--- config.mk ---
export PLATFORM = sky130hd
export DESIGN_NAME = lpc_tpm_ctrl_flat
export DESIGN_NICKNAME = d
export VERILOG_FILES = /design/src/rtl/lpc_ctrl_pkg.sv /design/src/rtl/lpc_tpm_ctrl_if.sv /design/src/rtl/lpc_evt_fifo.sv /design/src/rtl/lpc_tpm_ctrl.sv /design/src/flat_wrapper.sv
export SDC_FILE = /design/constraint.sdc
export NUM_CORES = 1
export LEC_CHECK = 0
export BUFFER_PORTS_ARGS = -buffer_cell sky130_fd_sc_hd__buf_4
export CAP_MARGIN = 10
export CORE_ASPECT_RATIO = 0.5
export CORE_MARGIN = 1.5
export CORE_UTILIZATION = 49
export CTS_BUF_LIST = sky130_fd_sc_hd__clkbuf_8 sky130_fd_sc_hd__clkbuf_16
export DETAILED_ROUTE_END_ITERATION = 16
export HOLD_SLACK_MARGIN = 0.15
export PLACE_DENSITY_LB_ADDON = 0.05
export SYNTH_ARGS = -nofsm -noshare
export SYNTH_HDL_FRONTEND = slang
export SYNTH_SLANG_ARGS = --single-unit
export TNS_END_PERCENT = 50
--- constraint.sdc ---
create_clock -name clk_i -period 2.2 [get_ports clk_i]
set_input_delay 0.11 -clock clk_i [delete_from_list [all_inputs] [get_ports clk_i]]
set_output_delay 0.11 -clock clk_i [all_outputs]
set_load 0.02 [all_outputs]
--- src/rtl/lpc_ctrl_pkg.sv ---
// Shared definitions for the LPC/TPM controller slice.
//   - FSM state encodings for lpc_tpm_ctrl
//   - Field layout of the 32-bit event record queued by lpc_evt_fifo
package lpc_ctrl_pkg;

  typedef enum logic [2:0] {
    ST_IDLE    = 3'd0,
    ST_RD_REQ  = 3'd1,
    ST_RD_WAIT = 3'd2,
    ST_WR_REQ  = 3'd3,
    ST_WR_WAIT = 3'd4
  } ctrl_state_e;

  // Event record: [27:12] addr, [11:4] data, [1:0] type
  localparam int EVT_ADDR_MSB = 27;
  localparam int EVT_ADDR_LSB = 12;
  localparam int EVT_DATA_MSB = 11;
  localparam int EVT_DATA_LSB = 4;
  localparam int EVT_TYPE_MSB = 1;
  localparam int EVT_TYPE_LSB = 0;

  localparam logic [1:0] EVT_TYPE_WR = 2'b01;
  localparam logic [1:0] EVT_TYPE_RD = 2'b11;

  function automatic logic [31:0] evt_pack(input logic [15:0] addr,
                                           input logic [7:0]  data,
                                           input logic [1:0]  typ);
    logic [31:0] rec;
    rec = '0;
    rec[EVT_ADDR_MSB:EVT_ADDR_LSB] = addr;
    rec[EVT_DATA_MSB:EVT_DATA_LSB] = data;
    rec[EVT_TYPE_MSB:EVT_TYPE_LSB] = typ;
    return rec;
  endfunction

endpackage

--- src/rtl/lpc_tpm_ctrl_if.sv ---
// Bus bundle between lpc_tpm_ctrl and its neighbours.
//   Backend register port : reg_req_o/reg_we_o/reg_addr_o/reg_wdata_o out,
//                           reg_ack_i/reg_rdata_i in (rdata valid with ack).
//   Event stream          : evt_valid_o/evt_data_o out, evt_ready_i in.
// master = controller side, slave = backend/consumer side.
interface lpc_tpm_ctrl_if #(
  parameter int AW = 4
);
  logic          reg_req_o;
  logic          reg_we_o;
  logic [AW-1:0] reg_addr_o;
  logic [7:0]    reg_wdata_o;
  logic          reg_ack_i;
  logic [7:0]    reg_rdata_i;

  logic          evt_valid_o;
  logic [31:0]   evt_data_o;
  logic          evt_ready_i;

  modport master (
    output reg_req_o, reg_we_o, reg_addr_o, reg_wdata_o,
    input  reg_ack_i, reg_rdata_i,
    output evt_valid_o, evt_data_o,
    input  evt_ready_i
  );

  modport slave (
    input  reg_req_o, reg_we_o, reg_addr_o, reg_wdata_o,
    output reg_ack_i, reg_rdata_i,
    input  evt_valid_o, evt_data_o,
    output evt_ready_i
  );
endinterface

--- src/rtl/lpc_evt_fifo.sv ---
// Event record FIFO with overflow tracking.
//   push/push_data : write request (dropped when full and not popping)
//   valid/data     : head entry, data stable while valid, zero when empty
//   ready          : consumer accept, pop = valid & ready
//   ovf_clr        : clears overflow flag and drop counter
//   overflow       : sticky, a record was dropped
//   drop_cnt       : saturating count of dropped records
module lpc_evt_fifo #(
  parameter int DEPTH = 4,
  parameter int DW    = 32
) (
  input  logic          clk_i,
  input  logic          nrst_i,
  input  logic          push,
  input  logic [DW-1:0] push_data,
  output logic          valid,
  output logic [DW-1:0] data,
  input  logic          ready,
  input  logic          ovf_clr,
  output logic          overflow,
  output logic [7:0]    drop_cnt
);
  localparam int PW = $clog2(DEPTH);

  // Extra MSB on each pointer distinguishes full from empty.
  logic [PW:0]   wr_ptr, rd_ptr;
  logic [DW-1:0] mem [DEPTH];
  logic          empty, full, pop, wr_en, drop;

  assign empty = (wr_ptr == rd_ptr);
  assign full  = (wr_ptr[PW] != rd_ptr[PW]) && (wr_ptr[PW-1:0] == rd_ptr[PW-1:0]);
  assign valid = ~empty;
  assign data  = empty ? '0 : mem[rd_ptr[PW-1:0]];
  assign pop   = valid & ready;
  // A pop in the same cycle frees the slot the push lands in.
  assign wr_en = push & (~full | pop);
  assign drop  = push & full & ~pop;

  always_ff @(posedge clk_i or negedge nrst_i)
    if (!nrst_i) begin
      wr_ptr <= '0;
      rd_ptr <= '0;
    end else begin
      if (wr_en) wr_ptr <= wr_ptr + (PW+1)'(1);
      if (pop)   rd_ptr <= rd_ptr + (PW+1)'(1);
    end

  always_ff @(posedge clk_i)
    if (wr_en) mem[wr_ptr[PW-1:0]] <= push_data;

  // Clear wins over accumulation, but a coincident drop is still counted.
  always_ff @(posedge clk_i or negedge nrst_i)
    if (!nrst_i) begin
      overflow <= 1'b0;
      drop_cnt <= 8'd0;
    end else if (ovf_clr) begin
      overflow <= drop;
      drop_cnt <= drop ? 8'd1 : 8'd0;
    end else if (drop) begin
      overflow <= 1'b1;
      if (drop_cnt != 8'hFF) drop_cnt <= drop_cnt + 8'd1;
    end
endmodule

--- src/rtl/lpc_tpm_ctrl.sv ---
// Sequences lpc_periph against the TPM register backend.
//   lpc_addr_i/io_rden_i/io_wren_i/lpc_data_in_i : from the peripheral
//   addr_hit_o/din_o                             : back to the peripheral
//   bus (master)                                 : backend port + event stream
//   tdata_i/ready_i                              : cycle records to queue
//   ovf_clr_i/evt_overflow_o/evt_drop_cnt_o      : event drop tracking
//   rd_timeout_o                                 : pulse on backend timeout
module lpc_tpm_ctrl
  import lpc_ctrl_pkg::*;
#(
  parameter logic [15:0] WIN_BASE      = 16'h0000,
  parameter int          WIN_SIZE_LOG2 = 4,
  parameter int          RD_TIMEOUT    = 2,
  parameter int          FIFO_DEPTH    = 4
) (
  input  logic         clk_i,
  input  logic         nrst_i,
  input  logic [15:0]  lpc_addr_i,
  input  logic         io_rden_i,
  input  logic         io_wren_i,
  input  logic [7:0]   lpc_data_in_i,
  input  logic [31:0]  tdata_i,
  input  logic         ready_i,
  output logic         addr_hit_o,
  output logic [7:0]   din_o,
  lpc_tpm_ctrl_if.master bus,
  input  logic         ovf_clr_i,
  output logic         evt_overflow_o,
  output logic [7:0]   evt_drop_cnt_o,
  output logic         rd_timeout_o
);
  localparam int AW = WIN_SIZE_LOG2;
  localparam int CW = $clog2(RD_TIMEOUT + 1);

  ctrl_state_e state, state_nxt;
  logic          rden_q, rden_qq, wren_q, wren_qq, ready_q;
  logic          rd_start, wr_start, busy, is_rd, tmo;
  logic [CW-1:0] cnt;
  logic [AW-1:0] addr_q;
  logic [7:0]    wdata_q;

  assign addr_hit_o = (lpc_addr_i[15:AW] == WIN_BASE[15:AW]);

  // Strobes pass through one register; the edge is taken on the registered copy.
  always_ff @(posedge clk_i or negedge nrst_i)
    if (!nrst_i) {rden_q, rden_qq, wren_q, wren_qq, ready_q} <= '0;
    else begin
      rden_q  <= io_rden_i;
      rden_qq <= rden_q;
      wren_q  <= io_wren_i;
      wren_qq <= wren_q;
      ready_q <= ready_i;
    end

  assign rd_start = rden_q & ~rden_qq & addr_hit_o;
  assign wr_start = wren_q & ~wren_qq & addr_hit_o;
  assign busy     = (state != ST_IDLE);
  assign is_rd    = (state == ST_RD_REQ) || (state == ST_RD_WAIT);
  // cnt = cycles the request has already been held before this one.
  assign tmo      = busy && (cnt == CW'(RD_TIMEOUT - 1));

  // State register
  always_ff @(posedge clk_i or negedge nrst_i)
    if (!nrst_i) state <= ST_IDLE;
    else         state <= state_nxt;

  // Next state; ack is checked first so an ack on the timeout cycle wins.
  always_comb begin
    state_nxt = state;
    unique case (state)
      ST_IDLE:
        if (rd_start)      state_nxt = ST_RD_REQ;
        else if (wr_start) state_nxt = ST_WR_REQ;
      ST_RD_REQ, ST_RD_WAIT:
        if (bus.reg_ack_i || tmo) state_nxt = ST_IDLE;
        else                      state_nxt = ST_RD_WAIT;
      ST_WR_REQ, ST_WR_WAIT:
        if (bus.reg_ack_i || tmo) state_nxt = ST_IDLE;
        else                      state_nxt = ST_WR_WAIT;
      default: state_nxt = ST_IDLE;
    endcase
  end

  // Outputs
  always_comb begin
    bus.reg_req_o   = busy;
    bus.reg_we_o    = (state == ST_WR_REQ) || (state == ST_WR_WAIT);
    bus.reg_addr_o  = addr_q;
    bus.reg_wdata_o = wdata_q;
  end

  // Address/data captured at the start event stay put until ack or timeout.
  always_ff @(posedge clk_i or negedge nrst_i)
    if (!nrst_i) begin
      addr_q       <= '0;
      wdata_q      <= '0;
      cnt          <= '0;
      din_o        <= 8'hFF;
      rd_timeout_o <= 1'b0;
    end else begin
      rd_timeout_o <= tmo & ~bus.reg_ack_i;
      if (!busy) begin
        cnt <= '0;
        if (rd_start || wr_start) addr_q <= lpc_addr_i[AW-1:0];
        if (!rd_start && wr_start) wdata_q <= lpc_data_in_i;
      end else begin
        cnt <= cnt + CW'(1);
      end
      if (is_rd) begin
        if (bus.reg_ack_i) din_o <= bus.reg_rdata_i;
        else if (tmo)      din_o <= 8'hFF;
      end
    end

  lpc_evt_fifo #(.DEPTH(FIFO_DEPTH), .DW(32)) u_fifo (
    .clk_i     (clk_i),
    .nrst_i    (nrst_i),
    .push      (ready_i & ~ready_q),
    .push_data (tdata_i),
    .valid     (bus.evt_valid_o),
    .data      (bus.evt_data_o),
    .ready     (bus.evt_ready_i),
    .ovf_clr   (ovf_clr_i),
    .overflow  (evt_overflow_o),
    .drop_cnt  (evt_drop_cnt_o)
  );
endmodule

--- src/flat_wrapper.sv ---
// flat-port wrapper written by rule: the top's interface ports become plain ports
module lpc_tpm_ctrl_flat import lpc_ctrl_pkg::*;
#(
  parameter logic [15:0] WIN_BASE      = 16'h0000,
  parameter int          WIN_SIZE_LOG2 = 4,
  parameter int          RD_TIMEOUT    = 2,
  parameter int          FIFO_DEPTH    = 4
)
  (clk_i, nrst_i, lpc_addr_i, io_rden_i, io_wren_i, lpc_data_in_i, tdata_i, ready_i, addr_hit_o, din_o, ovf_clr_i, evt_overflow_o, evt_drop_cnt_o, rd_timeout_o, bus_reg_req_o, bus_reg_we_o, bus_reg_addr_o, bus_reg_wdata_o, bus_reg_ack_i, bus_reg_rdata_i, bus_evt_valid_o, bus_evt_data_o, bus_evt_ready_i);
  lpc_tpm_ctrl_if #(.AW(4)) bus_i ();
  input  logic clk_i;
  input  logic nrst_i;
  input  logic [15:0] lpc_addr_i;
  input  logic io_rden_i;
  input  logic io_wren_i;
  input  logic [7:0] lpc_data_in_i;
  input  logic [31:0] tdata_i;
  input  logic ready_i;
  output logic addr_hit_o;
  output logic [7:0] din_o;
  input  logic ovf_clr_i;
  output logic evt_overflow_o;
  output logic [7:0] evt_drop_cnt_o;
  output logic rd_timeout_o;
  output wire logic [$bits(bus_i.reg_req_o)-1:0] bus_reg_req_o;
  output wire logic [$bits(bus_i.reg_we_o)-1:0] bus_reg_we_o;
  output wire logic [$bits(bus_i.reg_addr_o)-1:0] bus_reg_addr_o;
  output wire logic [$bits(bus_i.reg_wdata_o)-1:0] bus_reg_wdata_o;
  input wire logic [$bits(bus_i.reg_ack_i)-1:0] bus_reg_ack_i;
  input wire logic [$bits(bus_i.reg_rdata_i)-1:0] bus_reg_rdata_i;
  output wire logic [$bits(bus_i.evt_valid_o)-1:0] bus_evt_valid_o;
  output wire logic [$bits(bus_i.evt_data_o)-1:0] bus_evt_data_o;
  input wire logic [$bits(bus_i.evt_ready_i)-1:0] bus_evt_ready_i;
  assign bus_reg_req_o = bus_i.reg_req_o;
  assign bus_reg_we_o = bus_i.reg_we_o;
  assign bus_reg_addr_o = bus_i.reg_addr_o;
  assign bus_reg_wdata_o = bus_i.reg_wdata_o;
  assign bus_i.reg_ack_i = bus_reg_ack_i;
  assign bus_i.reg_rdata_i = bus_reg_rdata_i;
  assign bus_evt_valid_o = bus_i.evt_valid_o;
  assign bus_evt_data_o = bus_i.evt_data_o;
  assign bus_i.evt_ready_i = bus_evt_ready_i;
  lpc_tpm_ctrl #(.WIN_BASE(WIN_BASE), .WIN_SIZE_LOG2(WIN_SIZE_LOG2), .RD_TIMEOUT(RD_TIMEOUT), .FIFO_DEPTH(FIFO_DEPTH)) u_core (.clk_i(clk_i), .nrst_i(nrst_i), .lpc_addr_i(lpc_addr_i), .io_rden_i(io_rden_i), .io_wren_i(io_wren_i), .lpc_data_in_i(lpc_data_in_i), .tdata_i(tdata_i), .ready_i(ready_i), .addr_hit_o(addr_hit_o), .din_o(din_o), .bus(bus_i), .ovf_clr_i(ovf_clr_i), .evt_overflow_o(evt_overflow_o), .evt_drop_cnt_o(evt_drop_cnt_o), .rd_timeout_o(rd_timeout_o));
endmodule
# Word level (Yosys, flattened, before mapping)
# Memories as Yosys holds them, arrays and structs flattened.
# Index checks and enable logic that the tools add are counted.
# word_totals
memories	1
inputBits	72
output_inout_bits	66
ff_bits	46
ramBits	128
elab_cells	86
# memory_table
memory	words	word_bits	read_ports	rd_ports_with_merged_regs	wr	line	source
u_core.u_fifo.mem	4	32	1	0	1	lpc_evt_fifo.sv:27	logic [DW-1:0] mem [DEPTH];
# op_classes
mux	17
reduce_logical	20
n_bitwise	19
n_eq_ne	10
n_addsub	4
# ops
operator	n
$mux 8	5
$mux 32	1
$logic_not 12->1	1
$and 1x1->1	10
$mux 3	3
$pmux 3 s3	1
$add 8x1->8 const B	1
$ne 8x8->1 const B	1
$not 1->1	8
$reduce_and 2->1	4
$add 3x1->3 const B	2
$eq 3x2->1 const B	2
$reduce_bool 2->1	3
$mux 1	5
$logic_or 1x1->1	4
$mux 2	2
$reduce_or 2->1	2
$eq 3x1->1 const B	1
$eq 3x3->1	1
$eq 3x3->1 const B	1
$logic_and 1x1->1	3
$logic_not 3->1	1
$ne 3x1->1 const B	1
$reduce_bool 3->1	1
other kinds (6)	6

# Logic depth before layout (Yosys ltp)
# logic_depth
ltp_word	7
mapped_depth	6
depth_no_buf	5

# Modules after synthesis
# Synthesis repeated with hierarchy kept, for this count alone.
# hier_totals
cells_unflattened	372
area_unflattened_um2	6854.1
# by_module_without_submodules
mod	n_inst	seq_area_each_um2	area_per_inst_um2	cells_each
lpc_evt_fifo	1	4219.0	5681.7	291
lpc_tpm_ctrl	1	785.8	1172.4	81

# Worst setup path after synthesis
# Ideal clock, no wire load.
# synth_path
path_type	reg2reg
start	reg u_core.u_fifo.rd_ptr[0]
end	mem u_core.u_fifo.mem[3][0], enable pin
stages_incl_launch_ff	5
path_buffers	1
setup_time_ns	0.394
t_arrival_ns	1.975
required_ns	1.806
path_slack_ns	-0.169
period_less_slack_ns	2.369
path_cell_list	dfrtp_1 -> buf_4 -> xnor2_2 -> a41oi_1 -> and2_1
# synth_between
elab_chain_cells	7
elab_cells_between_ends	10
cone_classes	eq/ne: 2; mux: 2; bitwise: 5; reduce/logical: 1
# synth_lines
item	line	source
start: declaration	lpc_evt_fifo.sv:26	logic [PW:0] wr_ptr, rd_ptr;
start signal: assignment	lpc_evt_fifo.sv:45	if (pop) rd_ptr <= rd_ptr + (PW+1)'(1);
$eq 3x3->1 or $eq 2x2->1 (tied branches)	lpc_evt_fifo.sv:30, lpc_evt_fifo.sv:31	
$not 1->1 or $logic_and 1x1->1 (tied branches)	lpc_evt_fifo.sv:32, lpc_evt_fifo.sv:31	
$and 1x1->1 or $not 1->1 (tied branches)	lpc_evt_fifo.sv:34, lpc_evt_fifo.sv:36	
$or 1x1->1 (*)	lpc_evt_fifo.sv:36	assign wr_en = push & (~full | pop);
$and 1x1->1 (*)	lpc_evt_fifo.sv:36	
$mux 1 (*)	lpc_evt_fifo.sv:49	if (wr_en) mem[wr_ptr[PW-1:0]] <= push_data;
$mux 1 (implied by the code) (*)	lpc_evt_fifo.sv:49	
end: declaration	lpc_evt_fifo.sv:27	
# Mark *: on every way between the ends. The rest lies on a longest branch, timed or not.

# Final worst setup path
# layout_path
start	reg u_core.u_fifo.rd_ptr[1]
end	out bus_evt_data_o[6]
# layout_between
elab_chain_cells	2
elab_cells_between_ends	3
cone_classes	eq/ne: 1; mux: 1; memory: 1
# layout_lines
item	line	source
$mem_v2 4x32 or $eq 3x3->1 (tied branches)	-	
$mux 32 (*)	lpc_evt_fifo.sv:33	assign data = empty ? '0 : mem[rd_ptr[PW-1:0]];
end: declaration	flat_wrapper.sv:32	output wire logic [$bits(bus_i.evt_data_o)-1:0] bus_evt_data_o;
# Marked as above.

==> results.sh <==
export IMPL_status="finished clean"
export IMPL_cts_root_buffer="clkbuf_16"
export IMPL_num_vias=3994
export IMPL_tightest_slew_ns=1.02
export IMPL_post_cts_resize_count=0
export IMPL_endpoint_kind="output port"
export IMPL_clk_latency_ns=0.42
export IMPL_cp_required_ns=2.09
export IMPL_synthDistinctLibCells=40
export IMPL_hold_path_class="in -> reg"
export IMPL_synth_warnings=0
export IMPL_grt_overflow_total=0
export IMPL_hold_violations=0
export IMPL_crit_arrival_ns=2.00
export IMPL_min_period_ns=2.11
export IMPL_min_period_over_period=0.957
export IMPL_skew_ns=0.00908
export IMPL_crit_path_start_kind="flip-flop"
export IMPL_grt_first_pass_wirelength_mm=21.3
export IMPL_finalNetCount=665
export IMPL_rows=30
export IMPL_io_buffer_count=137
export IMPL_power_density_nw_per_um2=1160
export IMPL_r2r_slack_ns=0.25
export IMPL_rsz0062_at_grt="false"
export IMPL_drc=0
export IMPL_fin_hold_ws_ns=0.166
export IMPL_antenna_cells=0
export IMPL_routed_wirelength_mm=13.6
export IMPL_first_global_vias=4231
export IMPL_ant_nets=0
export IMPL_post_drt_via_cell_ratio=5.06
export IMPL_ir_drop_v=0.000640
export IMPL_critPathKind="reg -> out"
export IMPL_instances_no_fill=790
export IMPL_synth_edf_count=128
export IMPL_die_x_um=170
export IMPL_fmax_ghz=0.475
export IMPL_cts_sinks=174
export IMPL_drv_cap=0
export IMPL_r2r_start="u_core.state[2]"
export IMPL_hold_depth=4
export IMPL_synth_net_count=446
export IMPL_total_leakage_power_uw=0.00365
export IMPL_grt_max_degree=47
export IMPL_whs_endpoint="u_core.state[0]"
export IMPL_cts_clk_slew_worst_paths_ns=0.06
export IMPL_ios=138
export IMPL_syn_to_final_growth_pct=37.9
export IMPL_routabilityCongestion=0.730
export IMPL_ys_seq_area_frac=0.731
export IMPL_mappedNetlistArea_um2=6840
export IMPL_most_common_layout_cells="buf_4 (147), edfxtp_1 (128), dlygate4sd3_1 (60)"
export IMPL_wl_per_cell_um=17.2
export IMPL_cts_buffers=17
export IMPL_die_h_um=86.6
export IMPL_final_common_cell="buf_4"
export IMPL_grt_usage=0.197
export IMPL_r2r_end="u_core.bus.reg_wdata_o[2]"
export IMPL_synthFlopType="edfxtp_1"
export IMPL_relSlewSlack=0.316
export IMPL_layout_drive_gt1_share=0.418
export IMPL_place_hpwl_mm=8.39
export IMPL_placed_cells=698
export IMPL_die_area_um2=14700
export IMPL_cts_buffer_depth=2
export IMPL_htreeDepth=4
export IMPL_r2r_cells=4
export IMPL_worstPathMaxFanout=34
export IMPL_hp_start="lpc_addr_i[13]"
export IMPL_setup_violations=0
export IMPL_ys_ff_latch=174
export IMPL_synthCells=367
export IMPL_synthArstFlopShare=0.264
export IMPL_drtIter0Drc=243
export IMPL_avgSynthCellArea_um2=18.6
export IMPL_tritoncts="yes"
export IMPL_drt_pre_antenna_iters=4
export IMPL_slew_viol_final=0
export IMPL_grt_antenna_before_repair=0
export IMPL_initial_core_util=0.504
export IMPL_core_area_um2=13600
==> worst max-delay path, stage by stage (launching register included) <==
cell and delay [ns]:
dfrtp_2 0.39, buf_4 0.45, mux4_2 0.37, and2_1 0.20
buf_4 0.16
==> registers in the layout, summed over array words and instances (netlist names), 2 cells and up <==
register / cells
u_core.din_o: 8
u_core.u_fifo.rd_ptr: 3
u_core.u_fifo.drop_cnt: 8
u_core.bus.reg_addr_o: 4
u_core.cnt: 2
u_core.state: 3
u_core.u_fifo.mem: 128
u_core.bus.reg_wdata_o: 8
u_core.u_fifo.wr_ptr: 3
==> worst max-delay path by stage <==
stage / from / endpoint / slack (ns) / depth (start not counted)
2_1_floorplan: u_core.u_fifo.rd_ptr[0] / u_core.u_fifo.mem[1][0] / -0.14 / 4
3_3_place_gp: u_core.state[2] / u_core.bus.reg_wdata_o[7] / 0.31 / 4
3_5_place_dp: u_core.state[2] / u_core.bus.reg_wdata_o[1] / 0.24 / 4
4_1_cts: u_core.u_fifo.rd_ptr[0] / bus_evt_data_o[6] / 0.04 / 5
5_1_grt: u_core.u_fifo.rd_ptr[1] / bus_evt_data_o[6] / 0.01 / 4
6_report: u_core.u_fifo.rd_ptr[1] / bus_evt_data_o[6] / 0.09 / 4
==> metal layers <==
layer	wire length [µm]	track usage	share of wire	up-vias
met5	0	0	0	-
met4	117	0.0603	0.0086	0
met3	746	0.0566	0.055	13
met2	6610	0.329	0.49	108
met1	6140	0.255	0.45	1998
li1	-	-	-	1875
==> cell type report <==
| type | instances | area (µm²) |
|---|---|---|
| multi-input cells | 172 | 1760 |
| inverters | 8 | 30.0 |
| clock inverters | 14 | 153 |
| fillers | 942 | 4150 |
| repair buffers | 213 | 1820 |
| flip-flops and latches | 174 | 5010 |
| clock buffers | 17 | 425 |
| well taps | 192 | 240 |
==> cell usage after synthesis, types with 2 or more instances <==
cell type | number | area share
or3_1 | 2 | 0.0018
xor2_1 | 2 | 0.0026
dfstp_2 | 8 | 0.031
dfrtp_1 | 38 | 0.14
edfxtp_1 | 128 | 0.56
nand2b_1 | 4 | 0.0037
xnor2_1 | 4 | 0.0051
ha_1 | 7 | 0.013
o21ai_0 | 5 | 0.0037
inv_1 | 8 | 0.0044
mux4_2 | 32 | 0.11
xnor2_2 | 2 | 0.0048
nand3_1 | 4 | 0.0029
nor4_1 | 3 | 0.0027
nand2_1 | 8 | 0.0044
nand4_1 | 2 | 0.0018
o22a_1 | 8 | 0.010
o31ai_1 | 4 | 0.0044
or4_1 | 4 | 0.0044
o41ai_1 | 2 | 0.0026
mux2_2 | 13 | 0.021
nor2_1 | 8 | 0.0044
and2_1 | 37 | 0.034
a21oi_1 | 8 | 0.0059
buf_2 | 4 | 0.0029
clkbuf_1 | 8 | 0.0044
==> cell families after synthesis <==
group / share of synthesized area
AND/OR/NAND/NOR: 0.0709
multiplexers: 0.127
flip-flops: 0.731
buffers and inverters: 0.0128
adder cells (fa/ha/maj): 0.0128
XOR/XNOR: 0.0124
AO/OA/AOI/OAI: 0.0329
==> stage by stage <==
stage	setup TNS (ns)	setup WS, ns	utilization	instance area (µm²)	power (µW)
after global routing	0	0.0116	0.694	9440	11500
after floorplan	-8.77	-0.137	-	6850	6500
after detailed placement	0	0.244	0.607	8250	8100
final	0	0.0939	0.694	9440	11000
after global placement	0	0.307	0.607	8250	8090
after CTS	0	0.0401	0.694	9430	11100
==> report_power, final <==
group | total [µW] | internal [µW] | switching [µW]
clock | 2900 | 1600 | 1310
combinational | 4070 | 2000 | 2070
sequential | 4020 | 3890 | 132
total | 11000 | 7490 | 3500
==> timing repair <==
action                                 4_1_cts  5_1_grt
setup endpoints to repair                    0       22
hold buffers                                60        0
endpoints found under the hold margin      213        0
setup buffers                                0        1
(Power assumes the default switching activity.)
